--- config.mk ---
export PLATFORM = sky130hd
export DESIGN_NAME = bus_burst_master_flat
export DESIGN_NICKNAME = d
export VERILOG_FILES = /design/src/rtl/bus_burst_master_if.sv /design/src/rtl/bus_burst_master.sv /design/src/flat_wrapper.sv
export SDC_FILE = /design/constraint.sdc
export NUM_CORES = 1
export LEC_CHECK = 0
export ABC_AREA = 1
export CELL_PAD_IN_SITES_DETAIL_PLACEMENT = 2
export CELL_PAD_IN_SITES_GLOBAL_PLACEMENT = 2
export CORE_UTILIZATION = 28
export CTS_BUF_LIST = sky130_fd_sc_hd__clkbuf_8
export DETAILED_ROUTE_END_ITERATION = 10
export PLACE_DENSITY = 0.84
export SLEW_MARGIN = 20
export SYNTH_ARGS = -nofsm -noshare
export SYNTH_HDL_FRONTEND = slang
export SYNTH_SLANG_ARGS = --single-unit
--- constraint.sdc ---
create_clock -name clk -period 2.4 [get_ports clk]
set_input_delay 0.24 -clock clk [delete_from_list [all_inputs] [get_ports clk]]
set_output_delay 0.24 -clock clk [all_outputs]
set_load 0.01 [all_outputs]
--- src/rtl/bus_burst_master_if.sv ---
// Bus-side handshake between one burst master and its arbiter slot.
interface bus_burst_master_if #(
  parameter int AW = 8,
  parameter int DW = 32
);
  logic          m_req;
  logic          m_grant;
  logic          m_wr;
  logic [AW-1:0] m_addr;
  logic [DW-1:0] m_dout;

  modport master (
    output m_req,
    output m_wr,
    output m_addr,
    output m_dout,
    input  m_grant
  );

  modport slave (
    input  m_req,
    input  m_wr,
    input  m_addr,
    input  m_dout,
    output m_grant
  );
endinterface

--- src/rtl/bus_burst_master.sv ---
// Burst write master for one arbiter slot: request, wait for grant, issue
// count single-cycle writes with incrementing address/data, release.
// Optional grant-wait timeout is built when BURST_TIMEOUT_EN is defined.
//
// state  | meaning
// IDLE   | waiting for start; outputs quiet
// REQ    | m_req raised, waiting for grant (optionally time-limited)
// XFER   | one beat per granted cycle until count beats issued
// DONE   | one-cycle done pulse (err too if the grant wait timed out)
module bus_burst_master #(
  parameter int AW      = 8,
  parameter int DW      = 32,
  parameter int LW      = 8,
  parameter int TIMEOUT = 16
) (
  input  logic                clk,
  input  logic                reset,
  input  logic                start,
  input  logic [AW-1:0]       base_addr,
  input  logic [LW-1:0]       count,
  input  logic [DW-1:0]       seed,
  bus_burst_master_if.master  m_bus,
  output logic                busy,
  output logic                done,
  output logic                err
);

  typedef enum logic [1:0] {
    S_IDLE = 2'd0,
    S_REQ  = 2'd1,
    S_XFER = 2'd2,
    S_DONE = 2'd3
  } state_t;

  state_t        r_state;
  state_t        w_next;
  logic [AW-1:0] r_addr;
  logic [DW-1:0] r_data;
  logic [LW-1:0] r_idx;
  logic [LW-1:0] r_cnt;

  logic w_accept;
  logic w_beat;
  logic w_last;
  logic w_wait_hit;

  assign w_accept = (r_state == S_IDLE) && start && (count != '0);
  assign w_beat   = (r_state == S_XFER) && m_bus.m_grant;
  assign w_last   = (r_idx == (r_cnt - LW'(1)));

`ifdef BURST_TIMEOUT_EN
  localparam int TW = $clog2(TIMEOUT + 1);

  logic [TW-1:0] r_wait;
  logic          r_err;

  assign w_wait_hit = (r_state == S_REQ) && !m_bus.m_grant && (r_wait == '0);

  // Grant-wait down-counter, reloaded on every entry to REQ; err flag held through DONE
  always_ff @(posedge clk or posedge reset) begin
    if (reset) begin
      r_wait <= '0;
      r_err  <= 1'b0;
    end else begin
      if (w_accept) begin
        r_wait <= TW'(TIMEOUT - 1);
      end else if ((r_state == S_REQ) && !m_bus.m_grant && (r_wait != '0)) begin
        r_wait <= r_wait - TW'(1);
      end
      if (w_wait_hit) begin
        r_err <= 1'b1;
      end else if (r_state == S_DONE) begin
        r_err <= 1'b0;
      end
    end
  end

  assign err = (r_state == S_DONE) && r_err;
`else
  assign w_wait_hit = 1'b0;
  assign err        = 1'b0;
`endif

  // State register
  always_ff @(posedge clk or posedge reset) begin
    if (reset) begin
      r_state <= S_IDLE;
    end else begin
      r_state <= w_next;
    end
  end

  // Next-state logic
  always_comb begin
    w_next = r_state;
    case (r_state)
      S_IDLE: begin
        if (start) begin
          w_next = (count != '0) ? S_REQ : S_DONE;
        end
      end
      S_REQ: begin
        if (m_bus.m_grant) begin
          w_next = S_XFER;
        end else if (w_wait_hit) begin
          w_next = S_DONE;
        end
      end
      S_XFER: begin
        if (w_beat && w_last) begin
          w_next = S_DONE;
        end
      end
      S_DONE: begin
        w_next = S_IDLE;
      end
      default: begin
        w_next = S_IDLE;
      end
    endcase
  end

  // Burst datapath: latch command on accept, advance on each beat.
  // The final beat leaves addr/data on the last issued values so the
  // bus keeps showing the last beat while idle.
  always_ff @(posedge clk or posedge reset) begin
    if (reset) begin
      r_addr <= '0;
      r_data <= '0;
      r_idx  <= '0;
      r_cnt  <= '0;
    end else if (w_accept) begin
      r_addr <= base_addr;
      r_data <= seed;
      r_idx  <= '0;
      r_cnt  <= count;
    end else if (w_beat) begin
      r_idx <= r_idx + LW'(1);
      if (!w_last) begin
        r_addr <= r_addr + AW'(1);
        r_data <= r_data + DW'(1);
      end
    end
  end

  assign m_bus.m_req  = (r_state == S_REQ) || (r_state == S_XFER);
  assign m_bus.m_wr   = w_beat;
  assign m_bus.m_addr = r_addr;
  assign m_bus.m_dout = r_data;
  assign busy         = (r_state != S_IDLE);
  assign done         = (r_state == S_DONE);

endmodule

--- src/flat_wrapper.sv ---
// flat-port wrapper written by rule: the top's interface ports become plain ports
module bus_burst_master_flat 
#(
  parameter int AW      = 8,
  parameter int DW      = 32,
  parameter int LW      = 8,
  parameter int TIMEOUT = 16
)
  (clk, reset, start, base_addr, count, seed, busy, done, err, m_bus_m_req, m_bus_m_wr, m_bus_m_addr, m_bus_m_dout, m_bus_m_grant);
  bus_burst_master_if #(.AW(AW), .DW(DW)) m_bus_i ();
  input  logic clk;
  input  logic reset;
  input  logic start;
  input  logic [AW-1:0] base_addr;
  input  logic [LW-1:0] count;
  input  logic [DW-1:0] seed;
  output logic busy;
  output logic done;
  output logic err;
  output wire logic [$bits(m_bus_i.m_req)-1:0] m_bus_m_req;
  output wire logic [$bits(m_bus_i.m_wr)-1:0] m_bus_m_wr;
  output wire logic [$bits(m_bus_i.m_addr)-1:0] m_bus_m_addr;
  output wire logic [$bits(m_bus_i.m_dout)-1:0] m_bus_m_dout;
  input wire logic [$bits(m_bus_i.m_grant)-1:0] m_bus_m_grant;
  assign m_bus_m_req = m_bus_i.m_req;
  assign m_bus_m_wr = m_bus_i.m_wr;
  assign m_bus_m_addr = m_bus_i.m_addr;
  assign m_bus_m_dout = m_bus_i.m_dout;
  assign m_bus_i.m_grant = m_bus_m_grant;
  bus_burst_master #(.AW(AW), .DW(DW), .LW(LW), .TIMEOUT(TIMEOUT)) u_core (.clk(clk), .reset(reset), .start(start), .base_addr(base_addr), .count(count), .seed(seed), .m_bus(m_bus_i), .busy(busy), .done(done), .err(err));
endmodule
# Yosys cells after proc, flatten, opt, wreduce, memory -nomap -nowiden
# Index checks and enable logic that the tools add are counted.
[word_totals] register_bits=58 wordCells=41
[op_classes] muxes=13 n_eq_ne=8 reduce_logical=11 addsub=4
[ops] cell="$mux W32" count=3
[ops] cell="$mux W8" count=5
[ops] cell="$add A32 B1 Y32 const B" count=1
[ops] cell="$add A8 B1 Y8 const B" count=2
[ops] cell="$eq A8 B8 Y1" count=1
[ops] cell="$mux W2" count=4
[ops] cell="$pmux W2 S4" count=1
[ops] cell="$reduce_bool A8 Y1" count=1
[ops] cell="$sub A8 B1 Y8 const B" count=1
[ops] cell="$eq A2 B2 Y1 const B" count=2
[ops] cell="$logic_and A1 B1 Y1" count=4
[ops] cell="$ne A2 B1 Y1 const B" count=2
[ops] cell="$ne A2 B2 Y1 const B" count=2
[ops] cell="$reduce_bool A2 Y1" count=2
[ops] cell="$reduce_and A3 Y1" count=1
[ops] cell="$eq A2 B1 Y1 const B" count=1
[ops] cell="$logic_not A2 Y1" count=1
[ops] cell="$reduce_and A2 Y1" count=1
[ops] cell="$logic_or A1 B1 Y1" count=1

# Depth between registers and ports, before layout
# Gate-level depths: netlist of the first run.
[depth] ltp_word=5 mapped_depth=16

# Worst setup path after synthesis of the first run
# OpenSTA, ideal clock, no wires.
[synth_path] path_kind="register to register" from="register u_core.r_cnt[0]" to="register u_core.r_data[9], in the netlist u_core.m_bus.m_dout[9]" t_arrival_ps=1715 t_required_ps=2279 path_buffers=1 path_stages_with_launch=17 synth_period_minus_slack_ps=1836 setup_slack_ps=564 path_cell_list="dfrtp_1 -> inv_2 -> ha_1 -> inv_1 -> nand2_1 -> nand2_1 -> nand2_1 -> nand3_1 -> nor2_1 -> nand2_1 -> nor2_2 -> nand2_2 -> nand2_4 -> nand2_8 -> clkbuf_8 -> nand2_1 -> o21ai_2"
[synth_between] elab_chain_cells=4
[synth_lines] item="start, declared" line_no="bus_burst_master.sv:40" rtl="logic [LW-1:0] r_cnt;"
[synth_lines] item="start signal, assigned" line_no="bus_burst_master.sv:136" rtl="r_cnt <= count;"
[synth_lines] item="$sub A8 B1 Y8" line_no="bus_burst_master.sv:49" rtl="assign w_last = (r_idx == (r_cnt - LW'(1)));"
[synth_lines] item="$eq A8 B8 Y1" line_no="bus_burst_master.sv:49"
[synth_lines] item="$ne A2 B1 Y1 (no source line)"
[synth_lines] item="$reduce_and A2 Y1 (no source line)"
[synth_lines] item="end signal, assigned" line_no="bus_burst_master.sv:141" rtl="r_data <= r_data + DW'(1);"
[synth_lines] item="end, declared" line_no="bus_burst_master.sv:38" rtl="logic [DW-1:0] r_data;"
# No other way between the ends.
# A chain may end at the register's enable or synchronous reset.

# Worst setup path in the final report of the first run
[layout_path] from="register u_core.r_state[0]" to="output port m_bus_m_wr"
[layout_between] elab_chain_cells=2
[layout_lines] item="start, declared" line_no="bus_burst_master.sv:35" rtl="state_t r_state;"
[layout_lines] item="start signal, assigned" line_no="bus_burst_master.sv:89" rtl="r_state <= w_next;"
[layout_lines] item="$eq A2 B2 Y1" line_no="bus_burst_master.sv:48" rtl="assign w_beat = (r_state == S_XFER) && m_bus.m_grant;"
[layout_lines] item="$logic_and A1 B1 Y1" line_no="bus_burst_master.sv:48"
[layout_lines] item="end, declared" line_no="flat_wrapper.sv:21" rtl="output wire logic [$bits(m_bus_i.m_wr)-1:0] m_bus_m_wr;"
# No other way between the ends.

==> results of run 1 <==
==> cells by family (layout without fill, tap and decap cells) <==
group,count (synthesis),count (layout)
other,1,1
buffers and inverters,99,198
AOI/OAI and AO/OA,75,75
DFF,58,58
xor gates and xnor gates,26,26
adders and majority gates,9,9
muxes,1,1
and+or+nand+nor,366,366
==> layout make-up <==
type / count / area, µm²
clock inverter: 6 / 80.1
tap: 184 / 230
sequential: 58 / 1450
fill: 1757 / 9010
timing repair buffer: 103 / 1090
multi-input combinational: 478 / 2350
inverter: 79 / 298
clock buffer: 10 / 138
==> placed cells by master (no fill, tap or decap), drive strengths merged <==
cell type,count
o31ai,2
clkdlybuf4s50,95
clkbuf,11
o22ai,1
dfrtp,58
nand2,241
or2,1
nand4,6
ha,9
conb,1
nand3,37
buf,7
xor2,24
nand3b,1
bufinv,2
nor2,59
mux2,1
a21oi,3
nor4,1
nor3,20
xnor2,2
o21ai,69
inv,78
clkinv,5
==> cell usage after synthesis (all sizes together) <==
library cell and number:
nand2 241, inv 78, o21ai 69, nor2 59
dfrtp 58, nand3 37, xor2 24, nor3 20
buf 11, clkbuf 9, ha 9, nand4 6
a21oi 3, o31ai 2, xnor2 2, clkinv 1
conb 1, mux2 1, nand3b 1, nor4 1
o22ai 1, or2 1
==> flip-flops by register name, indices dropped and copies added, names as in the netlist <==
register	flops
u_core.m_bus.m_dout	32
u_core.r_idx	8
u_core.r_state	2
u_core.m_bus.m_addr	8
u_core.r_cnt	8
==> worst min-delay path by stage <==
stage,to,slack [ns],depth (start not counted)
floorplan,u_core.r_cnt[0]$_DFFE_PP0P_,0.36,2
global placement,u_core.r_idx[3]$_DFFE_PP0P_,0.49,1
detailed placement,u_core.r_idx[3]$_DFFE_PP0P_,0.53,1
CTS,u_core.r_cnt[0]$_DFFE_PP0P_,0.22,2
global route,u_core.r_cnt[0]$_DFFE_PP0P_,0.26,2
finish,u_core.r_cnt[0]$_DFFE_PP0P_,0.22,2
==> per-layer routing <==
metal	share of wire, %	wire length, µm
met4	1.6	254
met5	0	0
met3	3.2	511
met2	52	8280
met1	43	6790
==> per-stage QoR <==
stage / total power, mW / instance area [µm²]
after floorplan: 3.76 / 4220
after global placement: 4.89 / 5380
after detailed placement: 5.12 / 5380
after CTS: 6.22 / 5590
after global routing: 6.73 / 5640
final: 6.22 / 5640
==> critical path, delay by kind of cell, from the launching register on <==
kind	cells	cell delay (ns)
fa+ha+maj	1	0.24
buf+inv	3	0.82
simple gates	1	0.19
flops	1	0.40
==> power groups by stage <==
stage	combinational, mW	clock [mW]	sequential [mW]
finish	3.39	1.04	1.78
global route	3.77	1.11	1.84
CTS	3.36	1.07	1.79
detailed placement	3.32	0	1.80
global placement	3.11	0	1.77
floorplan	1.98	0	1.78
==> what timing repair did <==
item                       4_1_cts  5_1_grt
hold buffers                     0        0
resized for setup                1        3
setup buffers                    0        0
setup endpoints to repair        1       37
gates cloned                     0        1
==> reports/results.md, run 1 <==
- result of the run: complete, but fails checks
- failing checks: design-rule violations
- routability congestion estimate from global placement: 0.814
- WS Path Type: reg -> out
- wire length of the first global-routing pass: 26.0 mm
- # H-tree levels: 3
- xor-xnor portion of the synthesized cell area: 5.39%
- placed insts: 901
- capturing point of the worst reg2reg path: u_core.m_bus.m_dout[0]$_DFFE_PP0P_
- sequential cell area fraction in the yosys report: 34.4%
- number of non-filler instances in the completed layout: 918
- global-route met1 utilization: 24.5%
- crit path DAT: 2.01 ns
- Clock Pin Slew Worst Setup and Hold Paths: 0.07 ns
- area share of the largest cell type after synthesis: 34.4%
- sinks on the clock net: 58
- simple logic cell fraction of the synthesized area: 35.6%
- final setup TNS: 0 ns
- post-synthesis share of cell area spent on full adders, half adders and majority gates: 2.67%
- Clock Latency Late Sink: 0.37 ns
- number of setup violations in the final report: 0
- launch point of the worst path: u_core.r_state[0]$_DFFE_PP0P_
- layer with the highest usage: met2
- worst IR drop on VDD: 0.518 mV
- period utilization: 94.0%
- Max Clk Rate: 0.443 GHz
- Post-Synthesis Cell Area: 4220 µm²
- effective utilization at floorplan: 28.8%
- combinational group share of total power: 54.5%
- net switching fraction of the power: 45.5%
- worst hold slack after final layout: 0.218 ns
- max-slew violation count: 0
- min setup slack post-route: 0.145 ns
- synth warn: 0
- Die Footprint: 15600 µm²
- Final min period: 2.25 ns
- diode insertion count for antenna repair: 0
- core area: 14600 µm²
- sequential share of power: 28.7%
- worst setup slack for register-to-register paths: 0.19 ns
- Overall Global Routing Usage: 21.2%
- via count normalized by instance count: 4.90
- drt first pass iters: 7
- Iteration-0 DRC Markers: 124
- maxcap violations: 0
- clock tree root driver cell: sky130_fd_sc_hd__clkbuf_8
- met3 layer usage reported by global route: 4.60%
- internal power summed over all cells: 3.39 mW
- width of the die: 125 µm
- final number of hold-violating endpoints: 0
- number of antenna violations at the first check in global routing: 0
- largest net degree at the start of global routing: 74
- overall via count from detail_route: 4495
- portion of total power attributed to the clock network: 16.8%
- total clock buffers created by CTS: 9
- power density over the cells: 1100 nW/µm²
- number of nets in the layout: 790
- Static Leak: 2.50 nW
- Residual DRC: 20
- RSZ-0062 raised after global routing: no
- kind of path behind the tightest hold check: in -> async
- combinational family with the most area after synthesis: simple AND/OR/NAND/NOR gates
- number of cells traversed by the worst register-to-register path: 15
- met2 demand-to-capacity share in global routing: 39.3%
- routed wirelength normalized by instance count: 17.2 µm
- worst setup path end: m_bus_m_wr
- via count of the first global-routing pass: 5068
- total length of routed wires: 15.8 mm
- share of post-route cells with drive strength above 1: 8.72%
- capturing element type of the critical path: output port
- HPWL Detailed: 11.9 mm
- Critical Path, Cell by Cell: inv_1 > ha_1 > nand2_1 > clkinv_2 > clkdlybuf4s50_1
- port bufs: 95
- area growth from synthesis to layout: 33.5%
- number of nets in the synthesized netlist: 696
- total of flip-flops plus latches after synthesis: 58
- Compound-Gate Fraction of Synth Area: 11.3%
- launching element type of the critical path: flip-flop
- Slowest-stage cell, CP: sky130_fd_sc_hd__clkdlybuf4s50_1
- maximum root-to-sink buffer count: 2
- highest cell delay on the worst timing path: 0.52 ns
- post-synth top area cell: sky130_fd_sc_hd__dfrtp_1
- average cell area after synthesis: 6.65 µm²
- top fanout value on the critical path: 7
- Die Span Y: 125 µm
- share of synthesized area spent on multiplexers: 0.267%
- clock tree from TritonCTS: built
- number of I/O pins: 97
- dpl ws: 0.132 ns
- Syn Inst Count: 635
- main area contributors after synthesis: sky130_fd_sc_hd__dfrtp_1 (34%), sky130_fd_sc_hd__nand2_1 (21%), sky130_fd_sc_hd__inv_1 (6.8%), sky130_fd_sc_hd__o21ai_2 (5.2%), sky130_fd_sc_hd__xor2_1 (5.0%)
- data required time at the worst endpoint: 2.16 ns
- Overflow after GRT: 0
- Final Core Density: 38.5%
- number of nets still failing antenna checks after routing: 0
- power spent charging and discharging nets: 2.83 mW
- final worst clock skew: 0.00679 ns
- count of unique library cells instantiated by Yosys: 32
- FF-to-FF Start: u_core.r_cnt[0]$_DFFE_PP0P_
- number of placement rows: 44
Power figures use the tool's default switching activity.
==> inputs of run 2 (changes only) <==
==> constraint.sdc (replaced) <==
create_clock -name clk -period 2.4 [get_ports clk]
set_input_delay 0.24 -clock clk [delete_from_list [all_inputs] [get_ports clk]]
set_output_delay 0.24 -clock clk [all_outputs]
set_load 0.005 [all_outputs]
==> run 2 against run 1 <==
  * Clock-buffer cell count is the same
  * Sequential power barely moved
  * Die area unchanged
  * Sequential share of layout area about the same
  * The run still ends with design-rule violations left
  * Register-to-register slack about the same
  * Flip-flop and latch count unchanged
  * Critical endpoint unchanged
  * Critical path depth unchanged
  * Worst setup slack worse by 0.044 ns
  * Via count down 0.76%
  * Final cell count unchanged
==> reports/results.md, run 2 (synthesis gave the netlist of run 1 again) <==
- FF-to-FF Start: u_core.r_cnt[0]$_DFFE_PP0P_
- total clock buffers created by CTS: 9, unchanged
- design area: 5630 µm², about the same
- final number of hold-violating endpoints: 0, unchanged
- area growth from synthesis to layout: 33.4%, about the same
- number of setup violations in the final report: 0, unchanged
- port bufs: 95, unchanged
- HPWL Detailed: 11.9 mm, +0.69%
- Overall Global Routing Usage: 21.1%, -0.11 points
- worst hold slack after final layout: 0.219 ns, +0.000658 ns
- wire length of the first global-routing pass: 25.8 mm, -0.69%
- routability congestion estimate from global placement: 0.802, -1.6%
- routed wirelength normalized by instance count: 16.9 µm, -2.1%
- # H-tree levels: 3, unchanged
- kind of cell adding the most delay to the critical path: buffers and inverters
- power density over the cells: 1090 nW/µm², -1.2%
- Final Total Pwr: 6.14 mW, -1.2%
- Clock Pin Slew Worst Setup and Hold Paths: 0.08 ns, about the same
- Relative slew margins: 66.3%
- max-slew violation count: 0, unchanged
- worst setup slack for register-to-register paths: 0.19 ns, about the same
- number of hold-repair buffers added at the cts stage: 0, unchanged
- crit path DAT: 2.06 ns, +0.05 ns
- failing checks: design-rule violations
- share of post-route cells with drive strength above 1: 8.86%, +0.14 points
- number of flip-flops under the largest register name: 32, unchanged
- capturing point of the worst reg2reg path: u_core.m_bus.m_dout[2]$_DFFE_PP0P_
- drt first pass iters: 7, unchanged
- number of nets in the layout: 790, unchanged
- Worst-Margin Slew: 0.501 ns
- count of buffering cells on the critical path with inverters included: 3, unchanged
- Die Footprint: 15600 µm², unchanged
- result of the run: complete, but fails checks
- most frequent standard cell in the layout excluding fill and tap cells: sky130_fd_sc_hd__nand2_1
- Final min period: 2.30 ns, +0.0444 ns
- maxcap violations: 0, unchanged
- Static Leak: 2.48 nW, -0.53%
- number of cells traversed by the worst register-to-register path: 15, unchanged
- via count normalized by instance count: 4.86, -0.76%
- clock tree from TritonCTS: built
- clock tree root driver cell: sky130_fd_sc_hd__clkbuf_8
- number of placement rows: 44, unchanged
- Critical Path, Cell by Cell: inv_1 > ha_1 > nand2_1 > clkinv_2 > clkdlybuf4s50_1
- worst IR drop on VDD: 0.442 mV, -15%
- WS Path Type: reg -> out
- total length of routed wires: 15.5 mm, -2.1%
- number of nets still failing antenna checks after routing: 0, unchanged
- overall via count from detail_route: 4461, -0.76%
- diode insertion count for antenna repair: 0, unchanged
- Final Core Density: 38.5%, about the same
- final setup TNS: 0 ns, unchanged
- multi-input logic area: 2350 µm², +0.11%
- Max Clk Rate: 0.435 GHz, -1.9%
- largest net degree at the start of global routing: 74, unchanged
- final worst clock skew: 0.0100 ns, +0.00321 ns
- via count of the first global-routing pass: 5060, -0.16%
- top fanout value on the critical path: 7, unchanged
- data required time at the worst endpoint: 2.16 ns, about the same
- width of the die: 125 µm, unchanged
- placement-stage cell area: 5370 µm², about the same
- FILL cells: 1736, -1.2%
- kind of path behind the tightest hold check: in -> async
- launching element type of the critical path: flip-flop
- commonest non-fill, non-tap cells in the layout: sky130_fd_sc_hd__nand2_1 (238), sky130_fd_sc_hd__clkdlybuf4s50_1 (95), sky130_fd_sc_hd__inv_1 (76)
- sinks on the clock net: 58, unchanged
- Overflow after GRT: 0, unchanged
- Residual DRC: 19, -5.0%
- core area: 14600 µm², unchanged
- Die Span Y: 125 µm, unchanged
- highest cell delay on the worst timing path: 0.49 ns, -0.03 ns
- number of antenna violations at the first check in global routing: 0, unchanged
- Sequential Area: 1450 µm², unchanged
- Clock Latency Late Sink: 0.37 ns, about the same
- period utilization: 95.8%, +1.9 points
- effective utilization at floorplan: 28.8%, unchanged
- capturing element type of the critical path: output port
- Iteration-0 DRC Markers: 171, +38%
- number of I/O pins: 97, unchanged
- Slowest-stage cell, CP: sky130_fd_sc_hd__clkdlybuf4s50_1
- maximum root-to-sink buffer count: 2, unchanged
## run 2: cell types whose count changed in the layout (fill, tap and decap cells not counted)
cell,before,now
sky130_fd_sc_hd__clkinvlp_4,0,2
sky130_fd_sc_hd__clkinv_4,0,1
sky130_fd_sc_hd__clkinv_2,5,1
sky130_fd_sc_hd__clkbuf_16,1,0
sky130_fd_sc_hd__buf_16,1,0
sky130_fd_sc_hd__nor2_1,54,53
sky130_fd_sc_hd__buf_4,3,5
sky130_fd_sc_hd__nor2_2,4,5
sky130_fd_sc_hd__bufinv_16,2,3
## run 2: final cells by class
| type | count | area share [%] |
|---|---|---|
| clock buffers | 10 | 2.44 |
| clock inverters | 6 | 2.02 |
| inverters | 79 | 5.29 |
| multi-input cells | 478 | 41.8 |
| flip-flops and latches | 58 | 25.8 |
| well taps | 184 | 4.09 |
| repair buffers | 103 | 18.6 |
## run 2: metal layers
metal / wire (µm) / vias up / part of all wire, % / global-route usage (%)
met2: 8160 / 73 / 53 / 38.8
met4: 234 / 0 / 1.5 / 6.61
met1: 6630 / 2204 / 43 / 24.2
met3: 483 / 13 / 3.1 / 4.38
met5: 0 / - / 0 / 0
li1: - / 2171 / - / -
## run 2: worst register-to-register path, delay by kind of cell (launching register included)
kind	cells	cell delay, ns
compound gates	1	0.07
flops	1	0.40
simple gates	11	0.99
buf+inv	2	0.34
fa+ha+maj	1	0.29
## run 2: through the flow
step / instances / worst slack [ns]
global placement: 902 / 0.142
detailed placement: 902 / 0.0558
global route: 918 / -0.00249
CTS: 918 / 0.0699
finish: 918 / 0.101
floorplan: 635 / 0.565
## run 2: worst max-delay path by stage
stage / start / endpoint / slack, ns / cells after the start
6_report: u_core.r_state[0]$_DFFE_PP0P_ / m_bus_m_wr / 0.10 / 5
3_3_place_gp: count[1] / u_core.m_bus.m_dout[26]$_DFFE_PP0P_ / 0.14 / 11
3_5_place_dp: count[1] / u_core.m_bus.m_dout[29]$_DFFE_PP0P_ / 0.06 / 11
2_1_floorplan: u_core.r_cnt[0]$_DFFE_PP0P_ / u_core.m_bus.m_dout[9]$_DFFE_PP0P_ / 0.57 / 16
4_1_cts: u_core.r_state[0]$_DFFE_PP0P_ / m_bus_m_wr / 0.07 / 5
5_1_grt: u_core.r_state[0]$_DFFE_PP0P_ / m_bus_m_wr / -0.002 / 5
## run 2: timing repair
item / 4_1_cts / 5_1_grt
pin swaps: 0 / 0
endpoints found under the setup margin: 1 / 5
resized for setup: 1 / 3
buffers inserted: 0 / 0
## run 2: where the power goes
group / internal, mW / leakage, nW / switching (mW)
clock network: 0.719 / 0.119 / 0.456
registers: 1.34 / 0.749 / 0.443
logic: 1.38 / 1.62 / 1.80
==> inputs of run 3 (changes only) <==
- CORE_MARGIN: unset -> 10
- SETUP_SLACK_MARGIN: unset -> 0.5
- SLEW_MARGIN: 20 -> 10
==> run 3 against run 2 <==
  * The run now ends clean
  * Worst hold slack improved by 0.016 ns
  * Clock power decreased by 30%
  * Sequential share of layout area decreased by 2.8 points
  * Clock-buffer cell count increased by 1
  * Die area increased by 31%
  * Flip-flop and latch count unchanged
  * Worst setup slack improved by 0.11 ns
  * Combinational power increased by 42%
  * First-iteration DRC count increased by 11%
==> reports/results.md, run 3 (synthesis gave the netlist of run 1 again) <==
- result of the run: finished, final reports clean
- number of flip-flops under the largest register name: 32, unchanged
- sinks on the clock net: 58, unchanged
- Residual DRC: 0, -19
- period utilization: 91.2%, -4.6 points
- diode insertion count for antenna repair: 0, unchanged
- maximum root-to-sink buffer count: 2, unchanged
- power spent charging and discharging nets: 3.31 mW, +23%
- top fanout value on the critical path: 9, +2
- RSZ-0062 raised after global routing: yes
- number of setup violations in the final report: 0, unchanged
- number of nets still failing antenna checks after routing: 0, unchanged
- min setup slack post-route: 0.211 ns, +0.110 ns
- Worst-Margin Slew: 0.501 ns, -0.0000389 ns
- effective utilization at floorplan: 28.8%, unchanged
- Static Leak: 2.87 nW, +16%
- design area: 6320 µm², +12%
- Die Footprint: 20400 µm², +31%
- launching element type of the critical path: flip-flop
- via count of the first global-routing pass: 5517, +9.0%
- Overall Global Routing Usage: 19.1%, -2.0 points
- width of the die: 143 µm, +14%
- core area: 14600 µm², unchanged
- kind of cell adding the most delay to the critical path: simple AND/OR/NAND/NOR gates
- placement-stage cell area: 5390 µm², +0.33%
- largest net degree at the start of global routing: 74, unchanged
- via count normalized by instance count: 5.03, +3.5%
- count of buffering cells on the critical path with inverters included: 3, unchanged
- Clock Pin Slew Worst Setup and Hold Paths: 0.07 ns, about the same
- final worst clock skew: 0.00844 ns, -0.00156 ns
- overall via count from detail_route: 4772, +7.0%
- internal power summed over all cells: 3.85 mW, +12%
- WS Path Type: reg -> reg
- highest cell delay on the worst timing path: 0.40 ns, -0.09 ns
- Die Span Y: 143 µm, +14%
- clock tree from TritonCTS: built
- wire length of the first global-routing pass: 30.4 mm, +18%
- routed wirelength normalized by instance count: 20.8 µm, +23%
- Clock Latency Late Sink: 0.37 ns, about the same
- HPWL Detailed: 13.0 mm, +9.2%
- drt first pass iters: 4, -3
- number of antenna violations at the first check in global routing: 0, unchanged
- final setup TNS: 0 ns, unchanged
- Final Total Pwr: 7.16 mW, +17%
- net switching fraction of the power: 46.2%, +2.4 points
- portion of total power attributed to the clock network: 11.4%, -7.7 points
- total clock buffers created by CTS: 9, unchanged
- Final min period: 2.19 ns, -0.110 ns
- worst IR drop on VDD: 0.425 mV, -3.9%
- power density over the cells: 1130 nW/µm², +4.0%
- number of placement rows: 44, unchanged
- # H-tree levels: 3, unchanged
- total length of routed wires: 19.7 mm, +27%
- Max Clk Rate: 0.457 GHz, +5.0%
- maxcap violations: 0, unchanged
- combinational group share of total power: 63.1%, +11 points
- routability congestion estimate from global placement: 0.827, +3.1%
- Critical Path Most Common Cell: sky130_fd_sc_hd__nand2_1
- sequential share of power: 25.5%, -3.6 points
- Iteration-0 DRC Markers: 189, +11%
- final number of hold-violating endpoints: 0, unchanged
- Critical Path, Cell by Cell: buf_4 > nor2_4 > nand2_2 > o21ai_1 > nand2_1 > nand2_1 > nand2_1 > nor2_2 > nand2_2 > nand2_4 > nand2_8 > buf_12 > buf_16 > o21ai_2
- dpl ws: 0.0685 ns, +0.0127 ns
- share of post-route cells with drive strength above 1: 19.6%, +11 points
- kind of path behind the tightest hold check: in -> async
- port bufs: 95, unchanged
- most frequent standard cell in the layout excluding fill and tap cells: sky130_fd_sc_hd__nand2_1
- data required time at the worst endpoint: 2.68 ns, +0.52 ns
- Slowest-stage cell, CP: sky130_fd_sc_hd__dfrtp_1
- crit path DAT: 2.47 ns, +0.41 ns
- max-slew violation count: 0, unchanged
- number of nets in the layout: 824, +4.3%
- area growth from synthesis to layout: 49.6%
- clock tree root driver cell: sky130_fd_sc_hd__clkbuf_8
- Overflow after GRT: 0, unchanged
- number of I/O pins: 97, unchanged
- Final Core Density: 43.1%, +4.7 points
- Relative slew margins: 66.6%, +0.21 points
- capturing element type of the critical path: flip-flop
- commonest non-fill, non-tap cells in the layout: sky130_fd_sc_hd__nand2_1 (200), sky130_fd_sc_hd__clkdlybuf4s50_1 (93), sky130_fd_sc_hd__inv_1 (73)
run 3: path summary, 6_finish.rpt:
check	startpoint	endpoint	slack, ns	cells past startpoint
worst min-delay path	reset	u_core.m_bus.m_addr[7]$_DFFE_PP0P_	0.23	2
worst max-delay path	u_core.r_cnt[1]$_DFFE_PP0P_	u_core.m_bus.m_dout[10]$_DFFE_PP0P_	0.21	14
worst max register to register	u_core.r_cnt[1]$_DFFE_PP0P_	u_core.m_bus.m_dout[10]$_DFFE_PP0P_	0.21	14
max in group asynchronous	reset	u_core.m_bus.m_dout[17]$_DFFE_PP0P_	1.55	3
worst min register to register	u_core.r_idx[3]$_DFFE_PP0P_	u_core.r_idx[3]$_DFFE_PP0P_	0.57	1
min in group clk	count[6]	u_core.r_cnt[6]$_DFFE_PP0P_	0.47	3
run 3: cell type report:
cell class / instances / area, µm²
repair buffers: 137 / 1550
inverters: 79 / 305
well taps: 184 / 230
fillers: 1673 / 8330
clock inverters: 2 / 7.51
flip-flops and latches: 58 / 1450
clock buffers: 11 / 151
multi-input cells: 478 / 2620
run 3: worst register-to-register path, delay by kind of cell, from the launching register on:
| family | cells | cell delay [ns] |
|---|---|---|
| flip-flops | 1 | 0.40 |
| AO/OA/AOI/OAI | 2 | 0.33 |
| AND/OR/NAND/NOR | 9 | 0.91 |
| buffers and inverters | 3 | 0.46 |
run 3: through the flow:
| stage | std cells | hold slack, ns |
|---|---|---|
| floorplan | 635 | 0.361 |
| global placement | 901 | 0.502 |
| detailed placement | 901 | 0.518 |
| CTS | 940 | 0.251 |
| global route | 949 | 0.271 |
| finish | 949 | 0.234 |
run 3: repair_timing:
item | 4_1_cts | 5_1_grt
buffers inserted | 19 | 8
gates cloned | 7 | 1
setup endpoints to repair | 48 | 54
hold buffers | 0 | 0
pin swaps | 6 | 12
gates resized for setup | 39 | 69
run 3: layer usage:
metal  global-route usage, %  vias to the layer above  routed length, µm
met5                       0                        -                  0
met4                    6.35                        0                520
met3                    4.41                       31                773
met2                    36.8                      104              11000
met1                    19.8                     2389               7460
li1                        -                     2248                  -
run 3: power by group through the flow:
stage          clock network (mW)  logic (mW)  registers [mW]
3_5_place_dp                    0        3.27            1.82
5_1_grt                     0.884        4.97            1.87
3_3_place_gp                    0        3.08            1.79
2_1_floorplan                   0        1.96            1.68
6_report                    0.817        4.52            1.83
4_1_cts                     0.838        4.09            1.80
